--- src/rtl/reg_wr_arbiter.sv ---
// rtl/reg_wr_arbiter.sv - round-robin arbiter driving the shared register-file write port
module reg_wr_arbiter #(
  parameter int NREQ   = 4,
  parameter int ADDR_W = 3,
  parameter int DATA_W = 8,
  parameter int ID_W   = 2
) (
  input  logic                     clk,
  input  logic                     reset,
  input  logic                     hold,
  input  logic [NREQ-1:0]          req,
  input  logic [NREQ*ADDR_W-1:0]   addr,
  input  logic [NREQ*DATA_W-1:0]   wdata,
  output logic [NREQ-1:0]          gnt,
  output logic [ID_W-1:0]          gnt_id,
  output logic                     wr_en,
  output logic [ADDR_W-1:0]        wr_addr,
  output logic [DATA_W-1:0]        wr_data
);

  logic [NREQ-1:0]   gnt_q, gnt_d;
  logic [ID_W-1:0]   gnt_id_q, gnt_id_d;
  logic              wr_en_q, wr_en_d;
  logic [ADDR_W-1:0] wr_addr_q, wr_addr_d;
  logic [DATA_W-1:0] wr_data_q, wr_data_d;
  logic [ID_W-1:0]   ptr_q, ptr_d;

  logic [NREQ-1:0]   eligible;
  logic              found;
  logic [ID_W-1:0]   sel;
  logic [ID_W-1:0]   cand;
  logic [NREQ-1:0]   sel_onehot;
  logic [ADDR_W-1:0] sel_addr;
  logic [DATA_W-1:0] sel_data;
  int                idx;

  // The last grant masks its requester for one cycle so it can drop or refresh req.
  always_comb begin
    eligible = req & ~gnt_q;
    found    = 1'b0;
    sel      = '0;
    cand     = '0;
    idx      = 0;
    for (int k = 0; k < NREQ; k++) begin
      idx = int'(ptr_q) + k;
      if (idx >= NREQ) idx = idx - NREQ;
      cand = ID_W'(idx);
      for (int i = 0; i < NREQ; i++) begin
        if (!found && cand == ID_W'(i) && eligible[i]) begin
          found = 1'b1;
          sel   = cand;
        end
      end
    end
  end

  always_comb begin
    sel_onehot = '0;
    sel_addr   = '0;
    sel_data   = '0;
    for (int i = 0; i < NREQ; i++) begin
      if (sel == ID_W'(i)) begin
        sel_onehot[i] = 1'b1;
        sel_addr      = addr[i*ADDR_W +: ADDR_W];
        sel_data      = wdata[i*DATA_W +: DATA_W];
      end
    end
  end

  // Hold and idle cycles keep ptr and the last written address/data.
  always_comb begin
    gnt_d     = '0;
    wr_en_d   = 1'b0;
    gnt_id_d  = gnt_id_q;
    wr_addr_d = wr_addr_q;
    wr_data_d = wr_data_q;
    ptr_d     = ptr_q;
    if (!hold && found) begin
      gnt_d     = sel_onehot;
      wr_en_d   = 1'b1;
      gnt_id_d  = sel;
      wr_addr_d = sel_addr;
      wr_data_d = sel_data;
      ptr_d     = (sel == ID_W'(NREQ-1)) ? '0 : sel + ID_W'(1);
    end
  end

  always_ff @(posedge clk) begin
    if (reset) begin
      gnt_q     <= '0;
      gnt_id_q  <= '0;
      wr_en_q   <= 1'b0;
      wr_addr_q <= '0;
      wr_data_q <= '0;
      ptr_q     <= '0;
    end else begin
      gnt_q     <= gnt_d;
      gnt_id_q  <= gnt_id_d;
      wr_en_q   <= wr_en_d;
      wr_addr_q <= wr_addr_d;
      wr_data_q <= wr_data_d;
      ptr_q     <= ptr_d;
    end
  end

  assign gnt     = gnt_q;
  assign gnt_id  = gnt_id_q;
  assign wr_en   = wr_en_q;
  assign wr_addr = wr_addr_q;
  assign wr_data = wr_data_q;

endmodule

--- config.mk ---
export PLATFORM = sky130hd
export DESIGN_NAME = reg_wr_arbiter
export DESIGN_NICKNAME = d
export VERILOG_FILES = /design/src/rtl/reg_wr_arbiter.sv
export SDC_FILE = /design/constraint.sdc
export NUM_CORES = 1
export LEC_CHECK = 0
export CORE_UTILIZATION = 40
export DETAILED_ROUTE_END_ITERATION = 10
export PLACE_DENSITY = 0.88
export REMOVE_ABC_BUFFERS = 1
export SLEW_MARGIN = 10
export SYNTH_ARGS = -nofsm -noshare
export SYNTH_HDL_FRONTEND = slang
export SYNTH_SLANG_ARGS = --single-unit
--- constraint.sdc ---
create_clock -name clk -period 9.1 [get_ports clk]
set_input_delay 1.365 -clock clk [delete_from_list [all_inputs] [get_ports clk]]
set_output_delay 1.365 -clock clk [all_outputs]
set_load 0.005 [all_outputs]
# After elaboration in Yosys (flattened, before gate mapping)
# Cells that the tools add are included.
# totals
rom_bits	0
memories	0
mem_bits_rw	0
inputBits	51
latchBits	0
out_inout_bits	18
register_bits	20
wordCells	140
# classes
mux	50
n_mul	0
n_eq_ne	15
n_bitwise	3
n_shift	0
div	0
addsub	8
n_reduce_logical	54
n_lt_le_gt_ge	4
# ops
cell	count
two-way mux 2 bit	21
logical AND 1 bit	32
two-way mux 8 bit	4
two-way mux 1 bit	21
== test 2 bit (second input constant)	10
logical NOT 1 bit	16
two-way mux 3 bit	4
== test 2 x 1 -> 1 bit (second input constant)	5
logical NOT 2 bit	5
>= comparator 3 bit (second input constant)	3
subtractor 2 x 1 -> 2 bit (second input constant)	4
adder 2 x 2 -> 3 bit (second input constant)	2
bitwise AND 4 bit	1
NOT 4 bit	1
adder 2 x 1 -> 3 bit (second input constant)	1
>= comparator 2 x 3 -> 1 bit (second input constant)	1
adder 2 x 1 -> 2 bit (second input constant)	1
OR reduction 2 bit	1
NOT 1 bit	1

# Depth between registers and ports, before layout
# depth
depth_word	70
ltp_mapped	15
depth_no_buf	15

# Worst setup path before layout
# OpenSTA, ideal clock, no wires.
# synth_path
path_kind	in2reg
startpoint	input port req[3]
endpoint	register wr_data_q[2], in the netlist wr_data[2]
slack_ns	5.220
required_time_ns	9.013
path_buffers	1
path_stages	13
arrival_ns	3.793
setup_ns	0.087
cell_sequence	nor2b_4 > a222oi_1 > o22ai_1 > or2_0 > mux2i_1 > inv_1 > ha_1 > nor2b_1 > clkbuf_1 > a221oi_1 > nor3_1 > a21oi_1 > a211oi_1
# synth_between
elab_chain_len	56
word_cells_on_any_way	73
classes_between	eq/ne: 3; mux: 30; bitwise: 1; reduce/logical: 39
# synth_lines
element	line	source
from (decl)	11	input logic [NREQ-1:0] req,
bitwise AND 4 bit (*)	39	eligible = req & ~gnt_q;
logical AND 1 bit	49	if (!found && cand == ID_W'(i) && eligible[i]) begin
two-way mux 1 bit	49	
logical NOT 1 bit	49	
logical AND 1 bit (2 in series)	49	
two-way mux 1 bit	49	
logical NOT 1 bit	49	
logical AND 1 bit (2 in series)	49	
[36 not listed]	-	
two-way mux 1 bit	49	
logical NOT 1 bit	49	
logical AND 1 bit (2 in series)	49	
two-way mux 2 bit (*)	49	
via sel[0]	30	logic [ID_W-1:0] sel;
logical NOT 2 bit	62	if (sel == ID_W'(i)) begin
two-way mux 8 bit (3 in series)	62	
two-way mux 8 bit (*)	62	
to (signal assigned)	101	wr_data_q <= wr_data_d;
to (decl)	25	logic [DATA_W-1:0] wr_data_q, wr_data_d;
# Mark *: on every way through the listed nets, which the timed path passes. The rest lies on a longest branch.
# A chain may end at the register's enable or synchronous reset.

# Final worst setup path
# layout_path
startpoint	input port req[3]
endpoint	register wr_data_q[0], in the netlist wr_data[0]
# The elaborated chain is that of the path after synthesis.

==> metrics.cfg <==
[final_layout]
syn_to_final_growth_pct = 49.5
stdcell_count = 277
drive_gt1_frac = 0.0823
nets = 295
final_area_um2 = 2180
diodes = 0

[timing]
hold_viol = 0
finalSetupViolCount = 0
skew_ns = 0.0134
final_max_slew_viol_count = 0
finalCritPeriodShare = 0.539
layout_setup_ws_ns = 4.19
fin_crit_ns = 4.91
worst_slew_pin_slew_ns = 0.857
rsz0062_at_grt = no
tns_ns = 0
fmax_ghz = 0.204
slew_headroom = 0.429

[critical_path]
r2r-start = ptr_q[0]$_SDFFE_PP0P_
timing.rr.end = wr_data[0]$_SDFFE_PP0P_
critPathTopFamily = simple AND/OR/NAND/NOR gates
cp_num_cells = 13
worst_ep_required_time_ns = 9.32
slowest_delay_ns = 0.65
crit_start = req[3]
reg2reg_depth = 13
worstSetupPathType = in -> reg
crit_slowest_cell = nor2b_1
crit_fanout = 14
cp_data_arrival_time_ns = 5.12
critPathBufInv = 2
end_kind = register
path_cells = clkdlybuf4s50_1, nor2b_4, a222oi_1, o22ai_1, or2_0, mux2i_1, inv_1, ha_1, nor2b_1, a221oi_1, nor3_1, a21oi_1, a211oi_1
rrSetupSlack_ns = 4.96
crit_end = wr_data[0]$_SDFFE_PP0P_
cp-start-kind = input port

[pwr]
p_int_w = 0.000376
p_sw_w = 0.000306
seqPwrFrac = 0.213
p_per_area_nw_per_um2 = 313
leakage_nw = 0.832
p_sw_frac = 0.449
peakVddDrop_mv = 0.200
combinationalPowerShare = 0.725
p_clk_frac = 0.062

[logic_synthesis]
synth_edf_count = 0
synth_top_area_share = 0.275
yosysSeqAreaShare = 0.275
avgSynthCellArea_um2 = 8.57
ys.flop_type = dfxtp_1
postSynthCellCount = 170
synth_top_area_cell = dfxtp_1
synthesis.area_um2 = 1460
synthDistinctLibCells = 39
ys_top_cells_by_area = dfxtp_1 27%, ha_1 9.5%, a211oi_2 6.9%
yosysWarnings = 0
ys_ff_latch = 20
async_reset_ff_frac = 0

[outcome]
outcome = finished, final reports clean

[global_route]
grt_pass1_wl_um = 6550
track_usage = 0.206
grt_max_degree = 35
antenna_found_initial = 0
grt_pass1_vias = 1522
grt-ovfl-total = 0

[clocking]
cts_setup_buffers = 0
clk_pin_slew_ns = 0.12
cts_buffer_depth = 2
htree_levels = 1
clk_latency_ns = 0.30
ctsHoldBuffers = 0
root_buffer = clkbuf_4
cts_tree = yes
cts_buffers = 3
clkSinkCount = 20
ctsResizeCount = 0

[floorplan]
rows = 21
die-width_um = 62.3
ios = 69
die_h_um = 62.3
dieArea_um2 = 3890
core-area_um2 = 3420
initial_core_util = 0.426

[placement]
placed_area_um2 = 2150
dp_hpwl_um = 3030
numPortBuffers = 68
place_congestion = 0.784
place_ws_ns = 3.89
dp_cells = 274

[drt]
wl_per_cell_um = 14.0
drt_iter0_drc = 81
ant_nets = 0
dr.pass1.iters = 4
vias = 1511
drc = 0
wl_um = 3870
avgViaCountPerCell = 5.45

[flow_run]
max_cap_violations = 0

[min_path]
hp-class = reg -> reg

## worst reg2reg max path: stages (launching register included)
cell and delay (ns):
dfxtp_1 0.47, inv_1 0.16, ha_1 0.28, a222oi_1 0.51, o22ai_1 0.20, or2_0 0.26, mux2i_1 0.30, inv_1 0.13
ha_1 0.40, nor2b_1 0.65, a221oi_1 0.17, nor3_1 0.22, a21oi_1 0.07, a211oi_1 0.25
## cell usage in the layout (no fill, tap or decap), types with 5 or more instances in the layout
master,count
clkdlybuf4s50_1,68
nor2b_1,16
nor2_1,16
dfxtp_1,20
and3_1,5
a21oi_1,15
nand3b_1,8
ha_1,11
nor3_1,11
a221oi_1,10
inv_1,6
a211oi_2,8
## power by group through the flow
stage | Combinational, W | Clock [W] | Sequential, W
detailed placement | 0.000495 | 0 | 0.000148
CTS | 0.000497 | 0.0000426 | 0.000146
global route | 0.000555 | 0.0000459 | 0.000150
global placement | 0.000475 | 0 | 0.000146
floorplan | 0.000333 | 0 | 0.000147
finish | 0.000495 | 0.0000423 | 0.000145
## sequential cells by signal, summed over array words and instances, names as in the netlist
| register | cells |
|---|---|
| ptr_q | 2 |
| wr_addr | 3 |
| gnt_id | 2 |
| wr_data | 8 |
| wr_en | 1 |
| gnt | 4 |
## routing by layer
layer  vias up  wire length (um)  track usage
li1        754                 -            -
met1       690              1620        0.229
met2        63              1870        0.379
met3         4               349       0.0625
met4         0                29       0.0523
met5         -                 0            0
## synthesized netlist by cell type (2+ instances only)
master	n
nand3b_1	8
clkbuf_1	8
inv_1	6
nor2b_1	16
nand2_1	4
mux2i_1	2
a22oi_1	2
dfxtp_1	20
o21ai_1	2
nor2_1	16
a211oi_2	8
ha_1	11
and3_1	5
a221oi_1	10
buf_2	2
nor3_1	11
a21oi_1	15
a211oi_1	3
## per-stage QoR
step	utilization	power, W	hold slack (ns)
finish	0.637	0.000682	0.516
global route	0.637	0.000751	0.549
CTS	0.637	0.000685	0.515
detailed placement	0.631	0.000643	0.501
global placement	0.631	0.000621	0.490
floorplan	-	0.000480	0.489
## final cells by class
type | instances | area (um^2)
clock buffers | 3 | 22.5
flip-flops and latches | 20 | 400
repair buffers | 69 | 688
well taps | 46 | 57.6
multi-input cells | 133 | 986
fillers | 305 | 1240
inverters | 6 | 22.5
## worst min-delay path by stage
stage / startpoint / end / slack, ns / cells after the start
after global routing: wr_data[0]$_SDFFE_PP0P_ / wr_data[0]$_SDFFE_PP0P_ / 0.55 / 2
after CTS: wr_data[0]$_SDFFE_PP0P_ / wr_data[0]$_SDFFE_PP0P_ / 0.52 / 2
after floorplan: wr_data[0]$_SDFFE_PP0P_ / wr_data[0]$_SDFFE_PP0P_ / 0.49 / 2
after global placement: wr_data[0]$_SDFFE_PP0P_ / wr_data[0]$_SDFFE_PP0P_ / 0.49 / 2
after detailed placement: wr_data[0]$_SDFFE_PP0P_ / wr_data[0]$_SDFFE_PP0P_ / 0.50 / 2
final: wr_data[0]$_SDFFE_PP0P_ / wr_data[0]$_SDFFE_PP0P_ / 0.52 / 2
## kinds of logic after synthesis
| group | after synthesis | synth area share |
|---|---|---|
| simple gates | 69 | 0.271 |
| buf+inv | 17 | 0.0481 |
| mux | 2 | 0.0137 |
| fa+ha+maj | 11 | 0.0945 |
| compound gates | 51 | 0.297 |
| flops | 20 | 0.275 |
Note: power is estimated with default switching activity, not from simulation.
